==> src/rtl/mem_defs.sv <==
// mem_defs: shared definitions for the memory pipeline stage.
//   - memop_t      : memory operation codes carried from EX into M
//   - mem_state_t  : bus-access FSM state encoding
//   - SIZE_*       : data_size encodings on the data bus
//   - m_reg_t      : contents of the M pipeline register
//   - is_load / is_store helpers
package mem_defs;

    typedef enum logic [3:0] {
        MEM_NONE = 4'd0,
        MEM_LB   = 4'd1,
        MEM_LBU  = 4'd2,
        MEM_LH   = 4'd3,
        MEM_LHU  = 4'd4,
        MEM_LW   = 4'd5,
        MEM_SB   = 4'd6,
        MEM_SH   = 4'd7,
        MEM_SW   = 4'd8
    } memop_t;

    typedef enum logic [2:0] {
        ST_IDLE  = 3'd0,
        ST_REQ   = 3'd1,
        ST_WAIT  = 3'd2,
        ST_DONE  = 3'd3,
        ST_DRAIN = 3'd4
    } mem_state_t;

    localparam logic [1:0] SIZE_BYTE = 2'd0;
    localparam logic [1:0] SIZE_HALF = 2'd1;
    localparam logic [1:0] SIZE_WORD = 2'd2;

    typedef struct packed {
        logic [31:0] pc;
        logic [31:0] aluout;
        logic [31:0] writedata;
        logic [4:0]  writereg;
        logic        regwrite;
        memop_t      memop;
        logic        hilo_write;
        logic [63:0] hilo;
        logic        adel;
        logic        ades;
        logic [31:0] badvaddr;
    } m_reg_t;

    function automatic logic is_load(input memop_t op);
        return (op == MEM_LB) || (op == MEM_LBU) || (op == MEM_LH) ||
               (op == MEM_LHU) || (op == MEM_LW);
    endfunction

    function automatic logic is_store(input memop_t op);
        return (op == MEM_SB) || (op == MEM_SH) || (op == MEM_SW);
    endfunction

endpackage

==> src/rtl/mem_stage_if.sv <==
// mem_stage_if: SRAM-like data bus between the memory stage and the data port.
//   master (core) : data_req, data_wr, data_size, data_addr, data_wdata
//   slave  (port) : data_addr_ok, data_data_ok, data_rdata
// Handshake: a request is accepted in the cycle where data_req and
// data_addr_ok are both high; address, size, write flag and write data are
// held stable by the master until then. Exactly one data_data_ok follows
// each accepted request, no earlier than the cycle after acceptance, and
// data_rdata is valid only in that data_data_ok cycle.
interface mem_stage_if;
    logic        data_req;
    logic        data_wr;
    logic [1:0]  data_size;
    logic [31:0] data_addr;
    logic [31:0] data_wdata;
    logic        data_addr_ok;
    logic        data_data_ok;
    logic [31:0] data_rdata;

    modport master (
        output data_req, data_wr, data_size, data_addr, data_wdata,
        input  data_addr_ok, data_data_ok, data_rdata
    );

    modport slave (
        input  data_req, data_wr, data_size, data_addr, data_wdata,
        output data_addr_ok, data_data_ok, data_rdata
    );
endinterface

==> src/rtl/mem_align.sv <==
// mem_align: combinational byte-lane logic for the memory stage.
//   memop, addr_lo : operation and low address bits
//   rdata          : raw bus read word
//   wdata          : register value to store
//   load_val       : selected and sign/zero-extended load result (little-endian)
//   store_data     : store value replicated across all byte lanes it may occupy
//   size           : bus size code for the operation
module mem_align
    import mem_defs::*;
(
    input  memop_t      memop,
    input  logic [1:0]  addr_lo,
    input  logic [31:0] rdata,
    input  logic [31:0] wdata,
    output logic [31:0] load_val,
    output logic [31:0] store_data,
    output logic [1:0]  size
);

    logic [7:0]  byte_sel;
    logic [15:0] half_sel;

    always_comb begin
        case (addr_lo)
            2'd0:    byte_sel = rdata[7:0];
            2'd1:    byte_sel = rdata[15:8];
            2'd2:    byte_sel = rdata[23:16];
            default: byte_sel = rdata[31:24];
        endcase
        half_sel = addr_lo[1] ? rdata[31:16] : rdata[15:0];
    end

    always_comb begin
        load_val   = rdata;
        store_data = wdata;
        size       = SIZE_WORD;
        case (memop)
            MEM_LB:  begin load_val = {{24{byte_sel[7]}}, byte_sel};  size = SIZE_BYTE; end
            MEM_LBU: begin load_val = {24'd0, byte_sel};              size = SIZE_BYTE; end
            MEM_LH:  begin load_val = {{16{half_sel[15]}}, half_sel}; size = SIZE_HALF; end
            MEM_LHU: begin load_val = {16'd0, half_sel};              size = SIZE_HALF; end
            MEM_SB:  begin store_data = {4{wdata[7:0]}};              size = SIZE_BYTE; end
            MEM_SH:  begin store_data = {2{wdata[15:0]}};             size = SIZE_HALF; end
            default: ;
        endcase
    end

endmodule

==> src/rtl/mem_stage.sv <==
// mem_stage: memory pipeline stage of the MIPS core.
//   clk, resetn      : clock, synchronous active-low reset
//   stall, flush     : hazard-unit freeze / bubble insertion
//   *_e              : instruction fields from EX
//   *_m              : instruction fields and result to WB
//   adel_m, ades_m   : load / store address error, badvaddr_m = faulting address
//   stall_req        : request to freeze the pipeline while an access is pending
//   fsm_state        : current bus-access FSM state (observation only)
//   bus              : data bus master port
module mem_stage
    import mem_defs::*;
#(
    parameter logic [31:0] RESET_PC = 32'hbfc00000
) (
    input  logic        clk,
    input  logic        resetn,
    input  logic        stall,
    input  logic        flush,
    input  logic [31:0] pc_e,
    input  logic [31:0] aluout_e,
    input  logic [31:0] writedata_e,
    input  logic [4:0]  writereg_e,
    input  logic        regwrite_e,
    input  logic [3:0]  memop_e,
    input  logic        hilo_write_e,
    input  logic [63:0] hilo_e,
    output logic [31:0] pc_m,
    output logic [31:0] result_m,
    output logic [4:0]  writereg_m,
    output logic        regwrite_m,
    output logic        hilo_write_m,
    output logic [63:0] hilo_m,
    output logic        adel_m,
    output logic        ades_m,
    output logic [31:0] badvaddr_m,
    output logic        stall_req,
    output mem_state_t  fsm_state,
    mem_stage_if.master bus
);

    mem_state_t  state;
    m_reg_t      m;
    m_reg_t      m_next;
    mem_state_t  load_state;
    logic [31:0] rdata_q;
    logic [31:0] load_val;
    logic [31:0] store_data;
    logic [1:0]  size;
    memop_t      op_e;

    assign op_e = memop_t'(memop_e);

    // Value the M-register takes when it loads; address errors are decided
    // here so the registered flags are ready in the instruction's first M cycle.
    always_comb begin
        m_next = '0;
        if (!flush) begin
            m_next.pc         = pc_e;
            m_next.aluout     = aluout_e;
            m_next.writedata  = writedata_e;
            m_next.writereg   = writereg_e;
            m_next.regwrite   = regwrite_e;
            m_next.memop      = op_e;
            m_next.hilo_write = hilo_write_e;
            m_next.hilo       = hilo_e;
            m_next.adel = (((op_e == MEM_LH) || (op_e == MEM_LHU)) && aluout_e[0]) ||
                          ((op_e == MEM_LW) && (aluout_e[1:0] != 2'd0));
            m_next.ades = ((op_e == MEM_SH) && aluout_e[0]) ||
                          ((op_e == MEM_SW) && (aluout_e[1:0] != 2'd0));
            m_next.badvaddr = (m_next.adel || m_next.ades) ? aluout_e : 32'd0;
        end
        // A bubble carries memop NONE, so it always lands in IDLE.
        load_state = ((is_load(m_next.memop) || is_store(m_next.memop)) &&
                      !m_next.adel && !m_next.ades) ? ST_REQ : ST_IDLE;
    end

    // Bus FSM and M-register. A flush during REQ/WAIT kills the instruction
    // in M even while frozen, so a discarded load can never reach WB.
    always_ff @(posedge clk) begin
        if (!resetn) begin
            state   <= ST_IDLE;
            m       <= '0;
            m.pc    <= RESET_PC;
            rdata_q <= '0;
        end else begin
            case (state)
                ST_IDLE, ST_DONE: begin
                    if (!stall) begin
                        m     <= m_next;
                        state <= load_state;
                    end
                end
                ST_REQ: begin
                    if (flush) begin
                        m     <= '0;
                        state <= ST_IDLE;
                    end else if (bus.data_addr_ok) begin
                        state <= ST_WAIT;
                    end
                end
                ST_WAIT: begin
                    if (flush) begin
                        m     <= '0;
                        state <= bus.data_data_ok ? ST_IDLE : ST_DRAIN;
                    end else if (bus.data_data_ok) begin
                        if (is_load(m.memop)) begin
                            rdata_q <= bus.data_rdata;
                        end
                        if (stall) begin
                            state <= ST_DONE;
                        end else begin
                            m     <= m_next;
                            state <= load_state;
                        end
                    end
                end
                ST_DRAIN: begin
                    if (bus.data_data_ok) begin
                        state <= ST_IDLE;
                    end
                end
                default: state <= ST_IDLE;
            endcase
        end
    end

    mem_align u_align (
        .memop      (m.memop),
        .addr_lo    (m.aluout[1:0]),
        .rdata      ((state == ST_DONE) ? rdata_q : bus.data_rdata),
        .wdata      (m.writedata),
        .load_val   (load_val),
        .store_data (store_data),
        .size       (size)
    );

    // data_req drops in the same cycle as a flush so no address is accepted.
    assign bus.data_req   = (state == ST_REQ) && !flush;
    assign bus.data_wr    = bus.data_req && is_store(m.memop);
    assign bus.data_size  = bus.data_req ? size : 2'd0;
    assign bus.data_addr  = bus.data_req ? m.aluout : 32'd0;
    assign bus.data_wdata = bus.data_req ? store_data : 32'd0;

    assign stall_req = (state == ST_REQ) || (state == ST_DRAIN) ||
                       ((state == ST_WAIT) && !bus.data_data_ok);

    assign pc_m         = m.pc;
    assign result_m     = (is_load(m.memop) && ((state == ST_WAIT) || (state == ST_DONE)))
                          ? load_val : m.aluout;
    assign writereg_m   = m.writereg;
    assign regwrite_m   = m.regwrite && !m.adel && !m.ades;
    assign hilo_write_m = m.hilo_write;
    assign hilo_m       = m.hilo;
    assign adel_m       = m.adel;
    assign ades_m       = m.ades;
    assign badvaddr_m   = m.badvaddr;
    assign fsm_state    = state;

endmodule

==> src/flat_wrapper.sv <==
// flat-port wrapper written by rule: the top's interface ports become plain ports
module mem_stage_flat import mem_defs::*;
#(
    parameter logic [31:0] RESET_PC = 32'hbfc00000
)
  (clk, resetn, stall, flush, pc_e, aluout_e, writedata_e, writereg_e, regwrite_e, memop_e, hilo_write_e, hilo_e, pc_m, result_m, writereg_m, regwrite_m, hilo_write_m, hilo_m, adel_m, ades_m, badvaddr_m, stall_req, fsm_state, bus_data_req, bus_data_wr, bus_data_size, bus_data_addr, bus_data_wdata, bus_data_addr_ok, bus_data_data_ok, bus_data_rdata);
  mem_stage_if bus_i ();
  input  logic clk;
  input  logic resetn;
  input  logic stall;
  input  logic flush;
  input  logic [31:0] pc_e;
  input  logic [31:0] aluout_e;
  input  logic [31:0] writedata_e;
  input  logic [4:0] writereg_e;
  input  logic regwrite_e;
  input  logic [3:0] memop_e;
  input  logic hilo_write_e;
  input  logic [63:0] hilo_e;
  output logic [31:0] pc_m;
  output logic [31:0] result_m;
  output logic [4:0] writereg_m;
  output logic regwrite_m;
  output logic hilo_write_m;
  output logic [63:0] hilo_m;
  output logic adel_m;
  output logic ades_m;
  output logic [31:0] badvaddr_m;
  output logic stall_req;
  output mem_state_t fsm_state;
  output wire logic [$bits(bus_i.data_req)-1:0] bus_data_req;
  output wire logic [$bits(bus_i.data_wr)-1:0] bus_data_wr;
  output wire logic [$bits(bus_i.data_size)-1:0] bus_data_size;
  output wire logic [$bits(bus_i.data_addr)-1:0] bus_data_addr;
  output wire logic [$bits(bus_i.data_wdata)-1:0] bus_data_wdata;
  input wire logic [$bits(bus_i.data_addr_ok)-1:0] bus_data_addr_ok;
  input wire logic [$bits(bus_i.data_data_ok)-1:0] bus_data_data_ok;
  input wire logic [$bits(bus_i.data_rdata)-1:0] bus_data_rdata;
  assign bus_data_req = bus_i.data_req;
  assign bus_data_wr = bus_i.data_wr;
  assign bus_data_size = bus_i.data_size;
  assign bus_data_addr = bus_i.data_addr;
  assign bus_data_wdata = bus_i.data_wdata;
  assign bus_i.data_addr_ok = bus_data_addr_ok;
  assign bus_i.data_data_ok = bus_data_data_ok;
  assign bus_i.data_rdata = bus_data_rdata;
  mem_stage #(.RESET_PC(RESET_PC)) u_core (.clk(clk), .resetn(resetn), .stall(stall), .flush(flush), .pc_e(pc_e), .aluout_e(aluout_e), .writedata_e(writedata_e), .writereg_e(writereg_e), .regwrite_e(regwrite_e), .memop_e(memop_e), .hilo_write_e(hilo_write_e), .hilo_e(hilo_e), .pc_m(pc_m), .result_m(result_m), .writereg_m(writereg_m), .regwrite_m(regwrite_m), .hilo_write_m(hilo_write_m), .hilo_m(hilo_m), .adel_m(adel_m), .ades_m(ades_m), .badvaddr_m(badvaddr_m), .stall_req(stall_req), .fsm_state(fsm_state), .bus(bus_i));
endmodule
==> config.mk <==
export PLATFORM = sky130hd
export DESIGN_NAME = mem_stage_flat
export DESIGN_NICKNAME = d
export VERILOG_FILES = /design/src/rtl/mem_defs.sv /design/src/rtl/mem_stage_if.sv /design/src/rtl/mem_align.sv /design/src/rtl/mem_stage.sv /design/src/flat_wrapper.sv
export SDC_FILE = /design/constraint.sdc
export NUM_CORES = 1
export LEC_CHECK = 0
export ABC_CLOCK_PERIOD_IN_PS = 2000
export CAP_MARGIN = 25
export CORE_AREA = 2 2 174 176
export CTS_CLUSTER_SIZE = 20
export DETAILED_ROUTE_END_ITERATION = 8
export DIE_AREA = 0 0 176 178
export PLACE_DENSITY = 0.87
export SKIP_LAST_GASP = 1
export SYNTH_ARGS = -nofsm -noshare
export SYNTH_HDL_FRONTEND = slang
export SYNTH_SLANG_ARGS = --single-unit
==> constraint.sdc <==
create_clock -name clk -period 2 [get_ports clk]
set_input_delay 0.3 -clock clk [delete_from_list [all_inputs] [get_ports clk]]
set_output_delay 0.3 -clock clk [all_outputs]
set_load 0.05 [all_outputs]
==> impl_metrics.env <==
export IMPL_worst_pin_slew_ps=1060
export IMPL_max_stage_delay_ps=880
export IMPL_syn_inst=1326
export IMPL_wirelength_um=63810
export IMPL_crit_end="result_m[15]"
export IMPL_synth_cell_types=59
export IMPL_drive_above_1_share_pct=37.27
export IMPL_cts_tree="yes"
export IMPL_rsz0062_at_grt="true"
export IMPL_startpoint="u_core.fsm_state[2]"
export IMPL_first_pass_iters=6
export IMPL_period_share_pct=172.8
export IMPL_synth_edf_count=0
export IMPL_routedWlPerCell_um=28.21
export IMPL_rows=63
export IMPL_synth_seq_cells=240
export IMPL_synth_warnings=0
export IMPL_hold_viol_final=0
export IMPL_clk_pin_slew_worst_paths_ps=60
export IMPL_grt_use_total_pct=33.54
export IMPL_regToRegSetupSlack_ps=-240
export IMPL_cp_max_fo=6
export IMPL_pwr_share_seq_pct=37.1
export IMPL_final_common_cell="clkdlybuf4s50_1"
export IMPL_final_nets=2050
export IMPL_switching_share_pct=29.64
export IMPL_critPathRequiredTime_ps=1700
export IMPL_max_cap_violations=0
export IMPL_peakVddDrop_mv=0.6776
export IMPL_final_area_um2=21990
export IMPL_cts_root_buffer="clkbuf_16"
export IMPL_cts_made_buffers=27
export IMPL_overflow=0
export IMPL_drtIter0Drc=1476
export IMPL_clock_latency_ps=540
export IMPL_dp_hpwl_um=35020
export IMPL_crit_arrival_ps=3160
export IMPL_critPathCaptureType="output port"
export IMPL_outcome="finished with violations"
export IMPL_startpoint_type="flop"
export IMPL_ys_flop_type="dfxtp_1"
export IMPL_min_path_type="in2reg"
export IMPL_internal_power_uw=9748
export IMPL_hold_slack_ps=360.3
export IMPL_setup_ws_ps=-1455
export IMPL_die_h_um=178
export IMPL_post_dp_cell_area_um2=18310
export IMPL_clockBufferDepth=3
export IMPL_r2r_cells=11
export IMPL_antenna_found_initial=10
export IMPL_seq_area_frac_synth_pct=41.26
export IMPL_path_cells="nand3b_1 > buf_6 > buf_12 > mux2i_1 > buf_4 > nand2b_1 > a21oi_4 > buf_12"
export IMPL_vias_per_cell=6.034
export IMPL_synth_top_area_share_pct=41.26
export IMPL_die_area_um2=31330
export IMPL_r2r_start="u_core.fsm_state[1]"
export IMPL_htreeDepth=1
export IMPL_slew_violations=0
export IMPL_max_freq_mhz=289.4
export IMPL_clock_sinks=240
export IMPL_fillerInstances=1711
export IMPL_antenna_left=0
export IMPL_gp_congestion=0.9903
export IMPL_final_cell_mix="341 x clkdlybuf4s50_1, 232 x dfxtp_1, 172 x nor2_1"
export IMPL_via_count=13650
export IMPL_core_area_um2=29400
export IMPL_crit_top_cell="buf_12"
export IMPL_io_buffers=449
export IMPL_maxSlewHeadroom_pct=27.29
export IMPL_syn_area_per_cell_um2=8.781
export IMPL_pwr_density_cell_nw_per_um2=630.2
export IMPL_synth_top_area_cell="dfxtp_1"
export IMPL_die_w_um=176
export IMPL_worst_setup_path_type="reg2out"
export IMPL_setup_viol=361
export IMPL_async_flop_share_pct=0
export IMPL_comb_power_share_pct=23.9
export IMPL_period_minus_slack_ps=3455
export IMPL_p_leak_uw=0.008264
export IMPL_skew_ps=10.33
export IMPL_syn_nets=1535
export IMPL_area_growth_pct=88.82
export IMPL_drc_errors=0
export IMPL_r2r_end="u_core.m[161]"
export IMPL_grt_pass1_wl_um=80230
export IMPL_syn_area_um2=11640
export IMPL_failed_checks="setup timing"
export IMPL_grt_start_max_net_pins=59
export IMPL_switching_power_uw=4108
export IMPL_initial_core_util_pct=39.60
export IMPL_grt_pass1_vias=13250
export IMPL_ioPinCount=450
export IMPL_synth_area_top_cells="dfxtp_1 41%, buf_4 8.8%, a22oi_1 8.6%"
export IMPL_cpMaxStageDelayCell="mux2i_1"
export IMPL_clock_power_share_pct=39.0
==> worst min-delay path by stage <==
stage                  startpoint                    end  slack [ps]  depth (start not counted)
finish                   pc_e[22]        u_core.pc_m[22]         360                          3
CTS                      pc_e[22]        u_core.pc_m[22]         340                          3
global route             pc_e[28]        u_core.pc_m[28]         360                          3
global placement    u_core.m[129]          u_core.m[129]         450                          2
floorplan            aluout_e[31]  u_core.badvaddr_m[31]         430                          1
detailed placement  u_core.m[129]          u_core.m[129]         450                          2
==> registers in the layout, indices dropped and copies added (netlist names) <==
register	count
u_core.adel_m	1
u_core.writereg_m	5
u_core.pc_m	32
u_core.ades_m	1
u_core.rdata_q	32
u_core.fsm_state	3
u_core.hilo_write_m	1
u_core.badvaddr_m	32
u_core.hilo_m	64
u_core.m	69
==> power by group through the flow <==
| stage | sequential, µW | clock [µW] | combinational, µW |
|---|---|---|---|
| finish | 5140 | 5400 | 3310 |
| global route | 5150 | 5640 | 3400 |
| CTS | 5100 | 5400 | 2920 |
| detailed placement | 5190 | 0 | 2570 |
| global placement | 5190 | 0 | 2520 |
| floorplan | 5140 | 0 | 1450 |
==> per-layer routing <==
layer | wire [µm] | GRT usage (%) | vias to the layer above
li1 | - | - | 5670
met1 | 21000 | 34.77 | 6590
met2 | 30330 | 59.04 | 1055
met3 | 7217 | 10.34 | 329
met4 | 5231 | 21.49 | 4
met5 | 32 | 0 | -
==> metrics by stage <==
| step | setup slack, ps | TNS, ps | instances | power (µW) | utilization, % |
|---|---|---|---|---|---|
| 6_report | -1455 | -104030 | 2262 | 13860 | 74.78 |
| 5_1_grt | -1448 | -126480 | 2261 | 14190 | 74.77 |
| 4_1_cts | -839.6 | -82210 | 2202 | 13420 | 71.11 |
| 3_5_place_dp | -587.9 | -53860 | 2089 | 7768 | 62.28 |
| 3_3_place_gp | -523.5 | -42950 | 2089 | 7710 | 62.28 |
| 2_1_floorplan | -540.9 | -7675 | 1326 | 6587 | - |
==> layout make-up <==
type	instances	area, µm²	share of cell area (%)
antenna	10	25.02	0.1138
timing repair buffer	733	8920	40.57
sequential	240	4827	21.96
clock inverter	14	187.7	0.8536
multi-input combinational	836	6750	30.70
tap	390	488.0	2.219
inverter	3	18.77	0.08536
clock buffer	36	769.5	3.500
==> worst max-delay path, delay by kind of cell, from the launching register on <==
| kind | cells | cell delay, ps |
|---|---|---|
| buffers and inverters | 4 | 740 |
| flip-flops | 1 | 360 |
| multiplexers | 1 | 880 |
| AO/OA/AOI/OAI | 1 | 130 |
| AND/OR/NAND/NOR | 2 | 510 |
==> cell families (layout without fill, tap and decap cells) <==
| family | Yosys count | after routing | share of synthesized area, % |
|---|---|---|---|
| flip-flops | 240 | 240 | 41.26 |
| XOR/XNOR | 4 | 4 | 0.3009 |
| other | 0 | 10 | 0 |
| buffers and inverters | 252 | 786 | 13.20 |
| AND/OR/NAND/NOR | 432 | 434 | 17.43 |
| multiplexers | 65 | 65 | 5.792 |
| AO/OA/AOI/OAI | 333 | 333 | 22.02 |
==> synth_stat cells (11+ instances only) <==
| cell type | count |
|---|---|
| clkbuf_1 | 54 |
| a32o_1 | 62 |
| a22oi_1 | 133 |
| dfxtp_1 | 240 |
| nand4_1 | 11 |
| o22a_1 | 17 |
| buf_4 | 137 |
| nor2_1 | 181 |
| buf_2 | 49 |
| nand2_1 | 87 |
| a211oi_1 | 17 |
| and2_1 | 45 |
| mux2i_1 | 58 |
| nand3_1 | 33 |
| nor2b_1 | 38 |
| a21oi_1 | 44 |
==> repair_timing <==
action | in CTS | in global routing
pin swaps | 30 | 60
setup endpoints to repair | 314 | 398
endpoints found under the hold margin | 0 | 0
hold buffers | 0 | 0
resized for setup | 196 | 108
buffers inserted | 42 | 36
cloned | 22 | 28
No activity file was read; power rests on OpenSTA's default activity.
